## src/rtl/bp_eth_io_cmd_arbiter.sv

```systemverilog
// Shares one uncached I/O command/response channel between the Ethernet RX writer (id 0) and TX reader (id 1).
// Build option ETH_ARB_RX_PRIORITY_EN: fixed RX priority in IDLE instead of round-robin.
module bp_eth_io_cmd_arbiter
  #(parameter int unsigned bp_params_p          = 0  // 0 selects e_bp_default_cfg
   ,parameter int unsigned cce_mem_msg_width_lp = (bp_params_p == 0) ? 128 : 512
   ,parameter int unsigned max_outstanding_p    = 16
  )
  (input  logic                                 clk_i
  ,input  logic                                 reset_n_i
  ,input  logic [cce_mem_msg_width_lp-1:0]      rx_io_cmd_i
  ,input  logic                                 rx_io_cmd_v_i
  ,input  logic                                 rx_io_cmd_lock_i
  ,output logic                                 rx_io_cmd_yumi_o
  ,input  logic [cce_mem_msg_width_lp-1:0]      tx_io_cmd_i
  ,input  logic                                 tx_io_cmd_v_i
  ,input  logic                                 tx_io_cmd_lock_i
  ,output logic                                 tx_io_cmd_yumi_o
  ,output logic [cce_mem_msg_width_lp-1:0]      rx_io_resp_o
  ,output logic                                 rx_io_resp_v_o
  ,input  logic                                 rx_io_resp_ready_i
  ,output logic [cce_mem_msg_width_lp-1:0]      tx_io_resp_o
  ,output logic                                 tx_io_resp_v_o
  ,input  logic                                 tx_io_resp_ready_i
  ,output logic [cce_mem_msg_width_lp-1:0]      io_cmd_o
  ,output logic                                 io_cmd_v_o
  ,input  logic                                 io_cmd_yumi_i
  ,input  logic [cce_mem_msg_width_lp-1:0]      io_resp_i
  ,input  logic                                 io_resp_v_i
  ,output logic                                 io_resp_ready_o
  ,output logic [$clog2(max_outstanding_p):0]   outstanding_o
  ,output logic                                 orphan_resp_o
  );

  localparam int unsigned ptr_w = $clog2(max_outstanding_p);
  localparam int unsigned cnt_w = ptr_w + 1;
`ifdef ETH_ARB_RX_PRIORITY_EN
  localparam bit rx_prio = 1'b1;
`else
  localparam bit rx_prio = 1'b0;
`endif

  typedef enum logic [1:0] {e_idle, e_lock_rx, e_lock_tx} state_e;

  state_e               state_q, state_n;
  logic                 rr_q, rr_n;        // 0: RX wins a tie, 1: TX wins
  logic                 hold_v_q, hold_v_n;
  logic                 hold_id_q;
  logic                 gnt, gnt_v, gnt_lock, cmd_v, accept;
  logic [max_outstanding_p-1:0] order_q;
  logic [ptr_w-1:0]     wptr_q, rptr_q;
  logic [cnt_w-1:0]     count_q;
  logic                 fifo_full, fifo_empty, head, retire, orphan_q;

  assign fifo_empty = (count_q == '0);
  assign fifo_full  = (count_q == cnt_w'(max_outstanding_p));

  // Grant selection and lock FSM; a presented-but-unaccepted grant is held stable.
  always_comb begin
    state_n  = state_q;
    rr_n     = rr_q;
    gnt      = 1'b0;
    unique case (state_q)
      e_lock_rx: gnt = 1'b0;
      e_lock_tx: gnt = 1'b1;
      default: begin
        if (hold_v_q)                          gnt = hold_id_q;
        else if (rx_io_cmd_v_i & tx_io_cmd_v_i) gnt = rx_prio ? 1'b0 : rr_q;
        else                                   gnt = tx_io_cmd_v_i;
      end
    endcase
    gnt_v    = gnt ? tx_io_cmd_v_i    : rx_io_cmd_v_i;
    gnt_lock = gnt ? tx_io_cmd_lock_i : rx_io_cmd_lock_i;
    cmd_v    = reset_n_i & gnt_v & ~fifo_full;
    accept   = cmd_v & io_cmd_yumi_i;
    hold_v_n = cmd_v & ~io_cmd_yumi_i;
    if (accept) begin
      unique case (state_q)
        e_lock_rx, e_lock_tx: if (!gnt_lock) state_n = e_idle;
        default: begin
          rr_n = ~gnt;
          if (gnt_lock) state_n = gnt ? e_lock_tx : e_lock_rx;
        end
      endcase
    end
  end

  assign io_cmd_v_o       = cmd_v;
  assign io_cmd_o         = gnt ? tx_io_cmd_i : rx_io_cmd_i;
  assign rx_io_cmd_yumi_o = accept & ~gnt;
  assign tx_io_cmd_yumi_o = accept & gnt;

  // Response routing by the oldest outstanding requester id.
  assign head            = order_q[rptr_q];
  assign io_resp_ready_o = reset_n_i & (fifo_empty | (head ? tx_io_resp_ready_i : rx_io_resp_ready_i));
  assign rx_io_resp_v_o  = reset_n_i & io_resp_v_i & ~fifo_empty & ~head;
  assign tx_io_resp_v_o  = reset_n_i & io_resp_v_i & ~fifo_empty & head;
  assign rx_io_resp_o    = io_resp_i;
  assign tx_io_resp_o    = io_resp_i;
  assign retire          = io_resp_v_i & io_resp_ready_o & ~fifo_empty;

  always_ff @(posedge clk_i) begin
    if (!reset_n_i) begin
      state_q   <= e_idle;
      rr_q      <= 1'b0;
      hold_v_q  <= 1'b0;
      hold_id_q <= 1'b0;
      wptr_q    <= '0;
      rptr_q    <= '0;
      count_q   <= '0;
      orphan_q  <= 1'b0;
    end else begin
      state_q   <= state_n;
      rr_q      <= rr_n;
      hold_v_q  <= hold_v_n;
      hold_id_q <= gnt;
      if (accept) wptr_q <= wptr_q + ptr_w'(1);
      if (retire) rptr_q <= rptr_q + ptr_w'(1);
      if (accept & ~retire)      count_q <= count_q + cnt_w'(1);
      else if (retire & ~accept) count_q <= count_q - cnt_w'(1);
      if (io_resp_v_i & fifo_empty) orphan_q <= 1'b1;
    end
  end

  // Order storage needs no reset: entries are only read behind the write pointer.
  always_ff @(posedge clk_i) begin
    if (accept) order_q[wptr_q] <= gnt;
  end

  assign outstanding_o = count_q;
  assign orphan_resp_o = orphan_q;

endmodule

```

## config.mk

```make
export PLATFORM = sky130hd
export DESIGN_NAME = bp_eth_io_cmd_arbiter
export DESIGN_NICKNAME = d
export VERILOG_FILES = /design/src/rtl/bp_eth_io_cmd_arbiter.sv
export SDC_FILE = /design/constraint.sdc
export NUM_CORES = 1
export LEC_CHECK = 0
export ABC_AREA = 1
export BUFFER_PORTS_ARGS = -buffer_cell sky130_fd_sc_hd__buf_2
export CORE_AREA = 2 2 306 308
export CTS_CLUSTER_SIZE = 40
export DETAILED_ROUTE_END_ITERATION = 8
export DIE_AREA = 0 0 308 310
export SYNTH_ARGS = -nofsm -noshare
export SYNTH_HDL_FRONTEND = slang
export SYNTH_SLANG_ARGS = --single-unit
```

## constraint.sdc

```tcl
create_clock -name clk_i -period 6.9 [get_ports clk_i]
set_input_delay 0.69 -clock clk_i [delete_from_list [all_inputs] [get_ports clk_i]]
set_output_delay 0.69 -clock clk_i [all_outputs]
set_load 0.01 [all_outputs]
```

**After elaboration in Yosys (flattened, before gate mapping)**

Index checks and enable logic that the tools add are counted.

- Memories kept: 0
- Input port bits: 394
- Latch bits: 0
- RAM bits: 0
- Output and inout bits: 396
- Bits in read-only memories: 0
- Bits in registers: 35

- Multiply operators: 0
- Bitwise gates (word level): 26
- Mux-type cells: 18
- Reductions and logical operators: 7
- Shifts and indexed selects: 0
- Add/sub/neg operators: 4
- Eq/ne operators: 4
- Magnitude comparators: 3
- Div/mod/pow operators: 0

Operators with widths:

| operator | number |
|---|---|
| two-way mux 128 bit | 1 |
| AND 1 bit | 17 |
| bitwise mux 16 bit | 1 |
| < comparator 4 x 5 -> 1 bit, second input constant | 2 |
| two-way mux 5 bit | 2 |
| adder 4 x 1 -> 4 bit, second input constant | 2 |
| two-way mux 2 bit | 4 |
| inverter 1 bit | 8 |
| two-way mux 1 bit | 7 |
| adder 5 x 1 -> 5 bit, second input constant | 1 |
| == test 5 bit, second input constant | 1 |
| zero test 5 bit | 1 |
| subtractor 5 x 1 -> 5 bit, second input constant | 1 |
| binary-select mux 1 bit (select 4 bit) | 1 |
| demux 1 bit (select 4 bit) | 1 |
| >= comparator 4 x 1 -> 1 bit, second input constant | 1 |
| nonzero test 2 bit | 2 |
| AND reduction 3 bit | 1 |
| == test 2 x 1 -> 1 bit, second input constant | 1 |
| == test 2 bit, second input constant | 1 |
| inequality test 2 bit, second input constant | 1 |
| case mux 1 bit (2 select lines) | 1 |
| AND reduction 2 bit | 1 |
| OR reduction 2 bit | 1 |
| other kinds (2) | 2 |

**Depth between registers and ports, before layout**

Gate-level depths: netlist (run 1).

- Word-level depth: 12
- Mapped depth: 19

**Worst setup path after synthesis (run 1)**

No wires, ideal clock.

- Kind: flip-flop to flip-flop
- From: register state_q[0]
- To: register count_q[4] (netlist: outstanding_o[4])
- Data required time: 6781 ps
- Path buffers: 0
- Arrival time: 2688 ps
- Stages on the path, launching flop included: 17
- Path slack: 4092 ps
- Cells stage by stage: dfxtp_1 -> inv_1 -> ha_1 -> or2_2 -> nand3_1 -> nand3_4 -> nor2_4 -> ha_1 -> inv_1 -> fa_1 -> a21o_1 -> a21oi_1 -> nor2_1 -> nor2_1 -> nand2_1 -> o21ai_0 -> a21oi_1

- Cells in the longest elaborated chain, start to end: 9
- Elaborated cells on any way between the ends: 12
- Classes of those cells: eq/ne: 2; mux: 3; bitwise: 6; reduce/logical: 1

Ends and longest elaborated chain:

| what | RTL line | text |
|---|---|---|
| from (decl) | 44 | `state_e state_q, state_n;` |
| from (signal assigned) | 103 | `state_q <= e_idle;` |
| from (signal assigned) | 112 | `state_q <= state_n;` |
| == test 2 bit / == test 2 x 1 -> 1 bit (equally long branches) | 62 | `unique case (state_q)` |
| case mux 1 bit (2 select lines) * | 62 |  |
| two-way mux 1 bit * | 71 | `gnt_v = gnt ? tx_io_cmd_v_i : rx_io_cmd_v_i;` |
| AND 1 bit * (2 in series) | 73 | `cmd_v = reset_n_i & gnt_v & ~fifo_full;` |
| AND 1 bit * | 74 | `accept = cmd_v & io_cmd_yumi_i;` |
| named net accept | 48 | `logic gnt, gnt_v, gnt_lock, cmd_v, accept;` |
| inverter 1 bit | 119 | `else if (retire & ~accept) count_q <= count_q - cnt_w'(1);` |
| AND 1 bit | 119 |  |
| nonzero test 2 bit (no source line) | n/a |  |
| to (signal assigned) | 118 | `if (accept & ~retire) count_q <= count_q + cnt_w'(1);` |
| to (signal assigned) | 119 |  |
| to (decl) | 51 | `logic [cnt_w-1:0] count_q;` |

Mark *: on every way through the listed nets, which the timed path passes. The rest lies on a longest branch.
A chain may end at the register's enable or synchronous reset.

**Final worst setup path (run 1)**

- From: register state_q[0]
- To: output port io_cmd_o[87]

- Cells in the longest elaborated chain, start to end: 3
- Elaborated cells on any way between the ends: 4
- Classes of those cells: eq/ne: 2; mux: 2

Ends and longest elaborated chain:

| what | RTL line | text |
|---|---|---|
| == test 2 bit / == test 2 x 1 -> 1 bit (equally long branches) | 62 |  |
| case mux 1 bit (2 select lines) * | 62 |  |
| two-way mux 128 bit * | 88 | `assign io_cmd_o = gnt ? tx_io_cmd_i : rx_io_cmd_i;` |
| to (decl) | 24 | `,output logic [cce_mem_msg_width_lp-1:0] io_cmd_o` |

Mark *: on every way between the ends. The rest lies on a longest branch, timed or not.

==> impl_metrics.ini, run 1 <==
[global_route]
first_global_vias = 5872
grt-ovfl-total = 0
grt_max_degree = 93
grt_pass1_wl_mm = 57.2
grt_usage_pct = 9.30
antenna_found_initial = 50

[placed_design]
dpl.cell_count = 2231
place_congestion = 0.892
port_buffers = 405
hpwl_mm = 42.4

[logic_synthesis]
yosysSeqAreaShare_pct = 15.8
yosys_register_bits = 35
synth_edf_count = 16
synth_cells = 914
syn_area_sq_um = 5440
synth_flop_cell = dfxtp_1
yosysWarnings = 0
syn_avg_cell_area_sq_um = 5.95
async_flop_share_pct = 0
syn-num-nets = 1319
synth_cell_types = 28

[final_layout]
area_growth_syn_to_layout_pct = 30.4
stdcell_count = 2247
nNetsFinal = 1446
nFillCells = 11063
drive_gt1_share_pct = 41.0

[clock_network]
cts-resized-gates = 0
clockBufferDepth = 2
clk_latency_ns = 0.28
hold_buffers = 0
htree_levels = 2
clock_sinks = 35
path_clk_slew_ns = 0.05
cts_tree = done
cts_buffers = 5
clock-root-buffer = clkbuf_16
cts_setup_buffers = 0

[sta]
clock_skew_ns = 0.00539
min_period_ns = 4.10
slew_headroom_pct = 55.8
hold_violations = 0
max_freq_mhz = 244
slew_violations = 0
period_share_pct = 59.4
rsz0062_at_grt = false
setup_tns_ns = 0
final-setup-viol-count = 0
tightest_slew_ns = 0.664

[route]
num_vias = 5985
drt-vias-per-instance = 2.66
dr.pass1.iters = 4
first_iter_violations = 299
totalWireLength_mm = 46.7
drc = 0
ant_nets = 0
wl_per_cell_um = 20.8

[die]
die_h_um = 310
die-area_sq_um = 95500
die_w_um = 308
coreArea_sq_um = 92500
ios = 790
initial_core_util_pct = 5.88
rows = 112

[power_and_ir_drop]
p_clk_share_pct = 15.7
leakagePower_nw = 3.70
power_frac_comb_pct = 65.4
netSwitchingFraction_pct = 50.1
p_int_uw = 659
irDropWorstVdd_v = 0.0000786
p_per_area_nw_per_um2 = 186
total_power_mw = 1.32
p_sw_uw = 662
p_seq_share_pct = 18.9

[setup_path]
path_cells = inv_1 -> ha_1 -> inv_1 -> a21oi_2 -> nand2_2 -> nand2_8 -> inv_6 -> buf_4 -> nand2_1 -> nand2_1 -> buf_2
critPathArrivalTime_ns = 3.41
critical_path_class = reg2out
crit_fanout = 84
crit_path_max_incr_delay_ns = 0.61
crit_path_start_kind = flip-flop
crit_path_top_delay_cell = buf_4
end_kind = output port
required_ns = 6.21

[outcome]
status = complete, no violations

[min_path]
min_path_type = reg2reg

[run]
drv_cap = 0
[final timing paths]
kind                 endpoint  slack (ns)  cells past startpoint          start
max              io_cmd_o[87]        2.80                     11     state_q[0]
min             orphan_resp_o        0.47                      2  orphan_resp_o
max reg2reg  outstanding_o[4]        3.52                     19     state_q[0]
min reg2reg     orphan_resp_o        0.47                      2  orphan_resp_o
[state kept, by name, summed over array words and instances (netlist names)]
| name | cells |
|---|---|
| orphan_resp_o | 1 |
| rr_q | 1 |
| outstanding_o | 5 |
| state_q | 2 |
| order_q | 16 |
| rptr_q | 4 |
| wptr_q | 4 |
| hold_v_q | 1 |
| hold_id_q | 1 |
[through the flow]
stage | hold slack [ns] | area [sq um] | worst slack (ns) | util (%)
global placement | 0.453 | 6930 | 2.87 | 7.49
floorplan | 0.450 | 5440 | 4.09 | -
detailed placement | 0.465 | 6930 | 2.87 | 7.49
global route | 0.498 | 7080 | 2.52 | 7.65
finish | 0.473 | 7090 | 2.80 | 7.66
CTS | 0.477 | 7070 | 2.72 | 7.64
[area by class of cell]
class	instances	area, sq um	share of cell area (%)
diodes	8	20.0	0.282
clock buffers	6	129	1.82
clock inverters	2	7.51	0.106
inverters	43	169	2.38
multi-input cells	549	2350	33.2
flip-flops and latches	35	861	12.1
well taps	1197	1500	21.1
repair buffers	407	2050	29.0
[per-layer routing]
metal,track usage [%],wire [um],up-vias
met5,0.303,205,-
met4,3.46,1800,28
met3,7.96,9030,151
met2,12.9,18200,539
met1,10.2,17500,2495
li1,-,-,2772
[cells in the mapped netlist (2+ instances only)]
| library cell | number | share of area, % |
|---|---|---|
| nor2_4 | 3 | 0.62 |
| inv_2 | 2 | 0.14 |
| nand2_1 | 434 | 30 |
| edfxtp_1 | 16 | 8.8 |
| buf_4 | 257 | 35 |
| a21oi_1 | 17 | 1.6 |
| inv_1 | 40 | 2.8 |
| dfxtp_1 | 19 | 7.0 |
| nand2_2 | 3 | 0.35 |
| xor2_1 | 4 | 0.64 |
| clkbuf_1 | 6 | 0.41 |
| nor2_1 | 31 | 2.1 |
| ha_1 | 10 | 2.3 |
| nand3_1 | 23 | 2.1 |
| buf_2 | 23 | 2.1 |
| a21o_1 | 2 | 0.28 |
| o21ai_0 | 12 | 1.1 |
| nand2_4 | 2 | 0.41 |
[cell families (layout without fill, tap and decap cells)]
kind of cell,count (synthesis),count (layout),share of synthesized area (%)
buf+inv,330,458,41.1
xor+xnor,5,5,0.805
flops,35,35,15.8
compound gates,33,33,3.22
simple gates,500,500,36.4
other cells,0,8,0
fa+ha+maj,11,11,2.67
[layout by cell type, fill, tap and decap left out]
cell,instances
nand2_1,434
nand3_4,1
nand3_2,1
xnor2_1,1
clkbuf_16,5
nand2_2,3
nand2_4,1
nand3_1,23
buf_4,1
a21o_1,2
fa_1,1
inv_1,40
nor2_1,31
buf_2,405
a21oi_2,1
inv_2,1
dfxtp_1,19
nor2_4,3
ha_1,10
edfxtp_1,16
xor2_1,4
a21oi_1,17
buf_12,1
nand3b_1,1
inv_6,1
o21ai_0,12
nand2_8,1
clkinv_1,2
inv_4,1
clkbuf_1,1
or2_2,1
a31oi_1,1
diode_2,8
[power groups by stage]
stage / registers, mW / clock network (mW) / logic [mW]
CTS: 0.249 / 0.215 / 0.896
global placement: 0.253 / 0 / 0.886
global route: 0.251 / 0.222 / 0.972
finish: 0.249 / 0.207 / 0.864
detailed placement: 0.254 / 0 / 0.891
floorplan: 0.254 / 0 / 0.594
[worst max-delay path, delay by kind of cell (launching register included)]
family | cells | cell delay, ns
buffers and inverters | 5 | 1.56
and+or+nand+nor | 4 | 0.74
adders and majority gates | 1 | 0.33
DFF | 1 | 0.32
AOI/OAI and AO/OA | 1 | 0.05
Power figures use the tool's default switching activity.
==> run 2: changes to the inputs <==
Settings changed: ABC_AREA 1 to 0, CORE_AREA 2 2 306 308 to 2 2 310 312, DIE_AREA 0 0 308 310 to 0 0 312 314.
Clock period 6.9 ns to 3.6 ns, I/O delays scaled along.
==> run 2 against run 1 <==
Compared with the run above: synthesized cell count decreased by 36%; combinational power rose by 39%; area after synthesis down 2.0%; largest cell class unchanged; largest power group unchanged.
==> impl_metrics.ini, run 2 <==
[route]
first_iter_violations = 198
totalWireLength_mm = 44.2
drc = 0
wl_per_cell_um = 22.0
ant_nets = 0
num_vias = 4827
drt-vias-per-instance = 2.40
dr.pass1.iters = 4

[logic_synthesis]
synth_cell_types = 38
async_flop_share_pct = 0
netlist.area_leader.share_pct = 36.2
synth_cells = 585
yosysMostFrequentCell = buf_4
yosysTopAreaCell = buf_4
synth_edf_count = 16
yosys-top-cells-area = buf_4 36%, mux2_2 27%, edfxtp_1 9.0%
synth_flop_cell = dfxtp_1
yosysWarnings = 0
synthTopCellsByCount = 257 x buf_4, 129 x mux2_2, 19 x dfxtp_1, 16 x edfxtp_1
yosysSeqAreaShare_pct = 16.2
syn-num-nets = 990
yosys_register_bits = 35
syn_avg_cell_area_sq_um = 9.11
syn_area_sq_um = 5330

[final_layout]
regMostFlops = order_q
seq_area_sq_um = 862
nNetsFinal = 1139
largest_reg_flops = 16
final_common_cell = buf_2
drive_gt1_share_pct = 76.9
fin_area_sq_um = 7260
layout_common_cells = 405 x buf_2, 129 x mux2_2, 18 x dfxtp_1
nFillCells = 11195
multi_input_area_sq_um = 2420
area_growth_syn_to_layout_pct = 36.4
stdcell_count = 2013

[clock_network]
clockBufferDepth = 2
cts-resized-gates = 0
clk_latency_ns = 0.28
cts_tree = done
htree_levels = 2
clock-root-buffer = clkbuf_16
cts_setup_buffers = 0
hold_buffers = 0
cts_buffers = 5
clock_sinks = 35
path_clk_slew_ns = 0.06

[min_path]
hold_path_depth = 2
holdPathEnd = hold_v_q
min-delay-start = io_cmd_yumi_i
min_path_type = in2reg

[setup_path]
crit_path_max_incr_delay_ns = 0.42
crit_path_start_kind = flip-flop
path_cells = inv_1 -> ha_1 -> o311a_4 -> or3_4 -> a21o_1 -> inv_1 -> ha_1 -> inv_1 -> fa_1 -> a21o_1 -> a21oi_1 -> xnor2_1 -> or3_1 -> a21oi_1
crit_path_top_delay_cell = fa_1
cpMostUsedCell = inv_1
ff2ff_path_depth = 14
crit_fanout = 8
reg2reg_to = outstanding_o[4]
reg2reg_from = state_q[0]
required_ns = 3.81
end_kind = flip-flop
r2r_slack_ns = 0.24
critPathArrivalTime_ns = 3.57
critical_path_class = reg2reg

[sta]
clock_skew_ns = 0.00614
final-setup-viol-count = 0
min_period_ns = 3.36
tightest_slew_ns = 0.535
period_share_pct = 93.4
slew_violations = 0
rsz0062_at_grt = false
max_freq_mhz = 297
fin_hold_ws_ns = 0.261
setup_tns_ns = 0
slew_headroom_pct = 63.9
hold_violations = 0

[run]
drv_cap = 0

[power_and_ir_drop]
power_frac_comb_pct = 55.2
p_sw_uw = 825
p_int_mw = 1.36
p_clk_share_pct = 23.0
total_power_mw = 2.18
p_seq_share_pct = 21.8
irDropWorstVdd_v = 0.000200
p_per_area_nw_per_um2 = 301
netSwitchingFraction_pct = 37.8
leakagePower_nw = 2.99

[die]
initial_core_util_pct = 5.64
coreArea_sq_um = 94400
rows = 113
die_w_um = 312
ios = 790
die_h_um = 314
die-area_sq_um = 98000

[placed_design]
place_congestion = 0.947
port_buffers = 405
hpwl_mm = 41.2
dpl_cell_area_sq_um = 7040
dpl.cell_count = 1992

[global_route]
grt_pass1_wl_mm = 52.8
grt-ovfl-total = 0
grt_usage_pct = 8.52
first_global_vias = 4647
antenna_found_initial = 58
grt_max_degree = 61

[outcome]
status = complete, no violations
[run 2: through the flow]
stage	util (%)	worst slack (ns)
final	7.69	0.237
after global routing	7.67	0.0171
after CTS	7.64	0.118
after detailed placement	7.45	0.194
after global placement	7.45	0.279
after floorplan	-	0.344
[run 2: worst max-delay path, delay by kind of cell (launching register included)]
kind | cells | cell delay, ns
fa+ha+maj | 3 | 1.00
compound gates | 5 | 0.92
simple gates | 2 | 0.71
flops | 1 | 0.32
buf+inv | 3 | 0.25
xor+xnor | 1 | 0.09
[run 2: logic make-up after synthesis]
group                      after synthesis  share of synthesized area (%)
and+or+nand+nor                         68                           6.58
AOI/OAI and AO/OA                       33                           4.09
DFF                                     35                           16.2
adders and majority gates               11                           2.72
muxes                                  145                           30.8
xor gates and xnor gates                 5                          0.822
buffers and inverters                  288                           38.8
[run 2: per-layer routing]
layer / vias to the layer above / track usage (%) / wire (um)
met5: - / 0.387 / 81
met4: 8 / 2.27 / 1460
met3: 112 / 6.79 / 8710
met2: 671 / 11.8 / 17100
met1: 2004 / 9.91 / 16900
li1: 2032 / - / -
[run 2: worst max path at each step]
stage,startpoint,endpoint
after detailed placement,rx_io_cmd_v_i,outstanding_o[4]
after global placement,rx_io_cmd_v_i,outstanding_o[4]
final,state_q[0],outstanding_o[4]
after global routing,state_q[0],outstanding_o[4]
after CTS,rptr_q[0],outstanding_o[4]
after floorplan,state_q[0],outstanding_o[4]
[run 2: layout make-up]
class	count	area share, %
Antenna cell	13	0.448
Timing Repair Buffer	417	29.5
Inverter	13	0.672
Tap cell	1265	21.8
Clock inverter	3	0.654
Multi-Input combinational cell	262	33.4
Clock buffer	5	1.72
Sequential cell	35	11.9
[run 2: power by group through the flow]
stage	Clock (mW)	Combinational (mW)	Sequential, mW
after global routing	0.526	1.32	0.482
after CTS	0.515	1.24	0.477
after detailed placement	0	1.23	0.485
after global placement	0	1.22	0.483
after floorplan	0	0.936	0.481
final	0.502	1.20	0.477
